**src/rtl/usr_serial_rx.sv**
```systemverilog
// Framed serial receiver: start bit, N data bits, optional parity bit, stop bit.
// Received words are presented on a valid/ready interface along with their error flags.
module usr_serial_rx #(
  parameter int N          = 8,
  parameter bit MSB_FIRST  = 1'b0,
  parameter bit PARITY_EN  = 1'b1,
  parameter bit PARITY_ODD = 1'b0
) (
  input  logic         clk,
  input  logic         n_reset,
  input  logic         sin,
  input  logic         bit_en,
  output logic [N-1:0] data,
  output logic         valid,
  input  logic         ready,
  output logic         parity_err,
  output logic         frame_err,
  output logic         overrun,
  output logic         busy
);

  localparam int CW = $clog2(N);
  localparam logic [CW-1:0] CNT_LAST = CW'(N - 1);

  typedef enum logic [1:0] {
    IDLE   = 2'd0,
    DATA   = 2'd1,
    PARITY = 2'd2,
    STOP   = 2'd3
  } state_t;

  state_t        state_q;
  logic [CW-1:0] cnt_q;
  logic [N-1:0]  sh_q;
  logic [N-1:0]  sh_d;
  logic          perr_q;
  logic          perr_d;
  logic [N-1:0]  data_q;
  logic          valid_q;
  logic          parity_err_q;
  logic          frame_err_q;
  logic          overrun_q;

  // Parity check over the received word plus its parity bit.
  function automatic logic parity_mismatch(input logic [N-1:0] word, input logic pbit);
    return ((^word) ^ pbit) != PARITY_ODD;
  endfunction

  // Next shift-register value and parity verdict for the current sample.
  always_comb begin
    sh_d   = sh_q;
    perr_d = 1'b0;
    if (MSB_FIRST) begin
      sh_d = {sh_q[N-2:0], sin};
    end else begin
      sh_d = {sin, sh_q[N-1:1]};
    end
    if (PARITY_EN) begin
      perr_d = parity_mismatch(sh_q, sin);
    end else begin
      perr_d = 1'b0;
    end
  end

  // Frame FSM, word delivery and output handshake.
  always_ff @(posedge clk or negedge n_reset) begin
    if (!n_reset) begin
      state_q      <= IDLE;
      cnt_q        <= '0;
      sh_q         <= '0;
      perr_q       <= 1'b0;
      data_q       <= '0;
      valid_q      <= 1'b0;
      parity_err_q <= 1'b0;
      frame_err_q  <= 1'b0;
      overrun_q    <= 1'b0;
    end else begin
      overrun_q <= 1'b0;
      if (valid_q && ready) begin
        valid_q <= 1'b0;
      end
      if (bit_en) begin
        case (state_q)
          IDLE: begin
            if (!sin) begin
              state_q <= DATA;
              cnt_q   <= '0;
              perr_q  <= 1'b0;
            end
          end
          DATA: begin
            sh_q  <= sh_d;
            cnt_q <= cnt_q + CW'(1);
            if (cnt_q == CNT_LAST) begin
              state_q <= PARITY_EN ? PARITY : STOP;
            end
          end
          PARITY: begin
            perr_q  <= perr_d;
            state_q <= STOP;
          end
          STOP: begin
            state_q <= IDLE;
            // A held, unaccepted word wins; the new one is dropped.
            if (!valid_q || ready) begin
              data_q       <= sh_q;
              parity_err_q <= perr_q;
              frame_err_q  <= ~sin;
              valid_q      <= 1'b1;
            end else begin
              overrun_q <= 1'b1;
            end
          end
          default: begin
            state_q <= IDLE;
          end
        endcase
      end
    end
  end

  assign data       = data_q;
  assign valid      = valid_q;
  assign parity_err = parity_err_q;
  assign frame_err  = frame_err_q;
  assign overrun    = overrun_q;
  assign busy       = (state_q != IDLE);

endmodule
```
**config.mk**
```make
export PLATFORM = sky130hd
export DESIGN_NAME = usr_serial_rx
export DESIGN_NICKNAME = d
export VERILOG_FILES = /design/src/rtl/usr_serial_rx.sv
export SDC_FILE = /design/constraint.sdc
export NUM_CORES = 1
export LEC_CHECK = 0
export ABC_CLOCK_PERIOD_IN_PS = 3000
export CORE_MARGIN = 2
export CORE_UTILIZATION = 52
export CTS_BUF_LIST = sky130_fd_sc_hd__clkbuf_8
export DETAILED_ROUTE_END_ITERATION = 10
export PLACE_DENSITY_LB_ADDON = 0.15
export SLEW_MARGIN = 15
export SYNTH_ARGS = -nofsm -noshare
export SYNTH_HDL_FRONTEND = slang
export SYNTH_SLANG_ARGS = --single-unit
```
**constraint.sdc**
```tcl
create_clock -name clk -period 3 [get_ports clk]
set_input_delay 0.3 -clock clk [delete_from_list [all_inputs] [get_ports clk]]
set_output_delay 0.3 -clock clk [all_outputs]
set_load 0.05 [all_outputs]
```
==> results of run 1 <==
[metrics by stage]
step                      instance area [sq um]  utilization [%]  setup WS (ns)  hold WS (ns)  cells
final                                      1420             66.2          0.867         0.382    146
after global routing                       1420             66.2          0.743         0.424    146
after CTS                                  1420             66.2          0.845         0.387    146
after global placement                     1370             63.7           1.18         0.457    142
after floorplan                            1150                -           1.47       0.00441     96
after detailed placement                   1370             63.7           1.16         0.461    142
[per-layer routing]
metal	GRT usage, %	share of wire (%)
met1	20.5	46
met2	27.3	47
met3	5.26	4.3
met4	11.3	2.7
met5	0	0
[logic make-up (layout without fill, tap and decap cells)]
group | Yosys count | count (layout) | synth area share, %
AND/OR/NAND/NOR | 29 | 29 | 10.1
buffers and inverters | 5 | 27 | 1.74
XOR/XNOR | 7 | 7 | 6.51
flip-flops | 26 | 26 | 56.5
multiplexers | 12 | 12 | 11.7
AO/OA/AOI/OAI | 10 | 10 | 5.86
adder cells (fa/ha/maj) | 7 | 7 | 7.60
[critical path, stage by stage, from the launching register on]
cell                              delay [ns]
sky130_fd_sc_hd__dfrtp_1                0.38
sky130_fd_sc_hd__inv_1                  0.10
sky130_fd_sc_hd__ha_1                   0.24
sky130_fd_sc_hd__inv_1                  0.06
sky130_fd_sc_hd__clkdlybuf4s50_1        0.79
[registers in the layout (all words and copies together) (netlist names)]
signal and count:
sh_q 8, state_q 2, frame_err 1, perr_q 1, overrun 1, cnt_q 3, valid 1, parity_err 1
data 8
[path summary, 6_finish.rpt]
check                            from       end  slack (ns)  depth (start not counted)
setup reg to reg           state_q[0]  cnt_q[2]        1.32                          5
hold reg to reg               data[5]   data[5]        0.48                          2
hold / removal                n_reset   overrun        0.38                          2
min in group clk              data[5]   data[5]        0.48                          2
max in group asynchronous     n_reset   sh_q[5]        2.37                          2
setup / recovery           state_q[0]      busy        0.87                          4
[cell type report]
cell class | instances | area [sq um]
Tap cell | 28 | 35.0
Multi-Input combinational cell | 65 | 482
Fill cell | 178 | 726
Sequential cell | 26 | 651
Timing Repair Buffer | 19 | 185
Inverter | 4 | 15.0
Clock buffer | 4 | 55.1
[cells in the final DEF, fill, tap and decap left out]
cell                              instances
sky130_fd_sc_hd__xnor2_1                  5
sky130_fd_sc_hd__a21boi_1                 1
sky130_fd_sc_hd__clkbuf_8                 4
sky130_fd_sc_hd__a32o_1                   3
sky130_fd_sc_hd__nand3_1                  1
sky130_fd_sc_hd__clkdlybuf4s50_1         17
sky130_fd_sc_hd__ha_1                     7
sky130_fd_sc_hd__o21ai_0                  4
sky130_fd_sc_hd__nor3_1                   1
sky130_fd_sc_hd__xor2_1                   1
sky130_fd_sc_hd__o21ai_1                  1
sky130_fd_sc_hd__xnor3_1                  1
sky130_fd_sc_hd__inv_1                    4
sky130_fd_sc_hd__mux2_2                  12
sky130_fd_sc_hd__nand2_1                 24
sky130_fd_sc_hd__nand2b_1                 1
sky130_fd_sc_hd__nor2b_1                  1
sky130_fd_sc_hd__buf_4                    2
sky130_fd_sc_hd__nor2_1                   1
sky130_fd_sc_hd__dfrtp_1                 26
sky130_fd_sc_hd__a21oi_1                  1
==> results.md, run 1 <==
• 1150 sq um — cell area after synthesis
• 3.22 mm — global-route wire length before repair
• in -> async — class of the tightest hold or removal check
• 0 — final slew viol count
• 4 — violation count after the first detailed-route iteration
• 51.1 um — chip width
• 0 — initial antenna violation count
• 2150 sq um — total core area
• 0.08 ns — clock transition at the registers of the reported paths
• 56.5% — Synth top area share
• 0 — DR DRC count
• reg -> out — critical path type
• sky130_fd_sc_hd__dfrtp_1, sky130_fd_sc_hd__mux2_2, sky130_fd_sc_hd__nand2_1, sky130_fd_sc_hd__ha_1, sky130_fd_sc_hd__xnor2_1 — leading post-synthesis cells by cell area
• 0.731 — Routability Congestion
• 2.13 ns — minimum period implied by the final worst setup slack
• 0 — CTS-repair resized insts
• 12.0 sq um — synthesized area divided by synthesized cell count
• sky130_fd_sc_hd__clkbuf_8 — Root Buffer Master
• 56.5% — sequential share of the synthesized area
• 0 — setup-violating endpoint count in the final report
• 2610 sq um — Die Area
• 0 ns — Setup TNS
• 108 — net count after synthesis
• 17.3% — GRT Overall Usage
• 4.95 — Via-to-Cell Ratio
• 723 — vias after detailed routing
• 0.27 ns — clock latency of the later-clocked register in the worst-skew pair
• 27 — maximum number of pins on one net before global-route repair
• 0 — number of antenna-violating nets in the routed design
• 0 — number of setup buffers added after CTS
• 2 — CTS max path bufs
• 1.83 ns — arrival time at the worst endpoint
• 2.70 ns — required time at the endpoint of the critical path
• 0.00269 ns — Clock Skew
• 131 — net total in the final layout
• sky130_fd_sc_hd__dfrtp_1 — most common flop cell mapped by yosys
• 1.34 mm — detailed placement HPWL
• sky130_fd_sc_hd__dfrtp_1 — cell taking the most area after synthesis
• 71.1% — post-route fraction of the period consumed by the critical path
• 747 — number of global-route vias before repair
• 51.1 um — Die Y-Extent
• sky130_fd_sc_hd__dfrtp_1 — cell with the most instances after synthesis
• 3 — clock buffers created by TritonCTS
• register — Setup crit start kind
• 15.3% — proportion of layout cells with a drive suffix above 1
• 96 — Post-Syn Instances
• done — TritonCTS clock tree
• 1.80 mm — Routed WL
• 1 — H-tree levels
• 18 — I/O pin count
• 469 MHz — achievable clock frequency
• 26 — sinks on the clock net
• 4 — first-pass iteration count of the detailed router
• 26 — flip-flop and latch count after synthesis
• 17 — number of placement rows
• 4 — peak fanout along the critical path
• 19 — distinct cell type count of the synthesized netlist
• 0 — number of maximum-capacitance constraint violations
• 67.1% — Slew headroom
• 0 — quantity of hold-fixing buffers added after cts
• 0 — number of hold violations in the final report
• 0 — yosys warns
• 53.6% — initial cell density of the core
• 0 — number of antenna cells inserted
• 0 — GRT overflow
• 12.4 um — WL/cell
• completed — run status
• 23.5% — synth-to-layout area growth
• sky130_fd_sc_hd__dfrtp_1, sky130_fd_sc_hd__nand2_1, sky130_fd_sc_hd__mux2_2 — synth cell count leaders
• no — unrepaired setup endpoints after global routing
• 0 — number of enable-type register cells in the synthesized netlist
• 17 — Buffers on Ports
• 0.492 ns — slew at the pin with the worst max-slew slack
• 100% — async set or reset register ratio after synthesis
• output pin — Critical Path End Type
Power of run 1 is left out: the tool's default activity adds up to more than one toggle a clock period on the data nets, which glitch-free logic cannot reach.
==> run 2: changes to the inputs <==
ABC_CLOCK_PERIOD_IN_PS = 2000   (was 3000)
clock period = 2 ns   (was 3 ns; I/O delays follow)
==> results.md, run 2 (synthesis gave the netlist of run 1 again) <==
• sky130_fd_sc_hd__dfrtp_1 — most common library cell in the layout ignoring fill and taps
• 53.6% — initial cell density of the core, unchanged
• 2.16 ns — required time at the endpoint of the critical path, -0.54 ns
• 23.2% — synth-to-layout area growth
• state_q[1] — beginning of the worst register-to-register path
• sky130_fd_sc_hd__clkbuf_8 — Root Buffer Master
• 0 — quantity of hold-fixing buffers added after cts, unchanged
• 131 — net total in the final layout, unchanged
• 26 — sinks on the clock net, unchanged
• 7 — peak fanout along the critical path, +3
• 4 — first-pass iteration count of the detailed router, unchanged
• 3 — clock buffers created by TritonCTS, unchanged
• 1 — H-tree levels, unchanged
• 0 — number of maximum-capacitance constraint violations, unchanged
• 574 MHz — achievable clock frequency
• 67.0% — Slew headroom, -0.16 points
• completed — run status
• 0 — setup-violating endpoint count in the final report, unchanged
• 0.26 ns — setup slack of the worst register-to-register path, -1.06 ns
• register — Critical Path End Type
• 1.88 mm — Routed WL, +4.3%
• no — unrepaired setup endpoints after global routing
• 1.36 mm — detailed placement HPWL, +1.3%
• 2150 sq um — total core area, unchanged
• 27 — maximum number of pins on one net before global-route repair, unchanged
• 0 — number of antenna cells inserted, unchanged
• 0.40 ns — highest cell delay on the worst timing path, -0.39 ns
• 727 — number of global-route vias before repair, -2.7%
• 17 — number of placement rows, unchanged
• 0.26 ns — clock latency of the later-clocked register in the worst-skew pair, about the same
• 87.1% — post-route fraction of the period consumed by the critical path
• 0 — final slew viol count, unchanged
• in -> async — class of the tightest hold or removal check
• inv_1 -> ha_1 -> a21boi_1 -> o21ai_0 -> a32o_1 — CP cell instances
• 17 — Buffers on Ports, unchanged
• 15 — violation count after the first detailed-route iteration, +11
• 0 — number of antenna-violating nets in the routed design, unchanged
• 0.494 ns — slew at the pin with the worst max-slew slack, +0.00237 ns
• 0 — CTS-repair resized insts, unchanged
• 51.1 um — Die Y-Extent, unchanged
• 0 ns — Setup TNS, unchanged
• 0.00365 ns — Clock Skew, +0.000968 ns
• 0 — initial antenna violation count, unchanged
• 2610 sq um — Die Area, unchanged
• sky130_fd_sc_hd__dfrtp_1 — Crit-path slowest cell
• state_q[1] — crit path launch
• sky130_fd_sc_hd__dfrtp_1, sky130_fd_sc_hd__nand2_1, sky130_fd_sc_hd__clkdlybuf4s50_1 — top library cells by usage in the layout, fill and taps aside
• 12.9 um — WL/cell, +4.3%
• 0 — GRT overflow, unchanged
• 0 — number of setup buffers added after CTS, unchanged
• 3.23 mm — global-route wire length before repair, +0.22%
• 0 — DR DRC count, unchanged
• 17.0% — GRT Overall Usage, -0.34 points
• 0 — number of hold violations in the final report, unchanged
• 51.1 um — chip width, unchanged
• 18 — I/O pin count, unchanged
• 5.07 — Via-to-Cell Ratio, +2.4%
• 0.09 ns — clock transition at the registers of the reported paths, about the same
• 66.1% — post-layout util, -0.12 points
• done — TritonCTS clock tree
• 2 — CTS max path bufs, unchanged
• 1.74 ns — minimum period implied by the final worst setup slack
• register — Setup crit start kind
• 740 — vias after detailed routing, +2.4%
• 1.90 ns — arrival time at the worst endpoint, +0.07 ns
• 16.1% — proportion of layout cells with a drive suffix above 1, +0.85 points
• reg -> reg — critical path type
• 0.710 — Routability Congestion, -2.9%
run 2: layout make-up:
type / count / area (sq um)
clock buffers: 4 / 55.1
flip-flops and latches: 26 / 651
fillers: 170 / 728
inverters: 4 / 15.0
well taps: 28 / 35.0
repair buffers: 19 / 183
multi-input cells: 65 / 482
run 2: path summary, 6_finish.rpt:
kind | endpoint | cells past startpoint
min in group clk | parity_err | 2
worst max-delay path | cnt_q[2] | 5
max in group asynchronous | sh_q[5] | 2
worst min register to register | parity_err | 2
worst max register to register | cnt_q[2] | 5
worst min-delay path | valid | 2
run 2: worst max-delay path: cells and delay by family (launching register included):
family,cells,cell delay [ns]
flip-flops,1,0.40
adder cells (fa/ha/maj),1,0.24
AO/OA/AOI/OAI,3,0.90
buffers and inverters,1,0.09
run 2: layer usage:
| layer | routed length (um) | vias up | track usage, % |
|---|---|---|---|
| met3 | 66 | 2 | 2.63 |
| met5 | 0 | - | 0 |
| met1 | 891 | 356 | 23.0 |
| met2 | 916 | 18 | 26.8 |
| met4 | 8 | 0 | 8.11 |
| li1 | - | 364 | - |
run 2: stage by stage:
step	setup slack (ns)	cell area, sq um	std cells	hold WS, ns
3_3_place_gp	0.285	1370	142	0.458
3_5_place_dp	0.270	1370	142	0.464
6_report	0.258	1420	146	0.296
2_1_floorplan	0.466	1150	96	-0.0956
5_1_grt	0.116	1420	146	0.312
4_1_cts	0.275	1420	146	0.304
Power of run 2 is left out for the same reason.
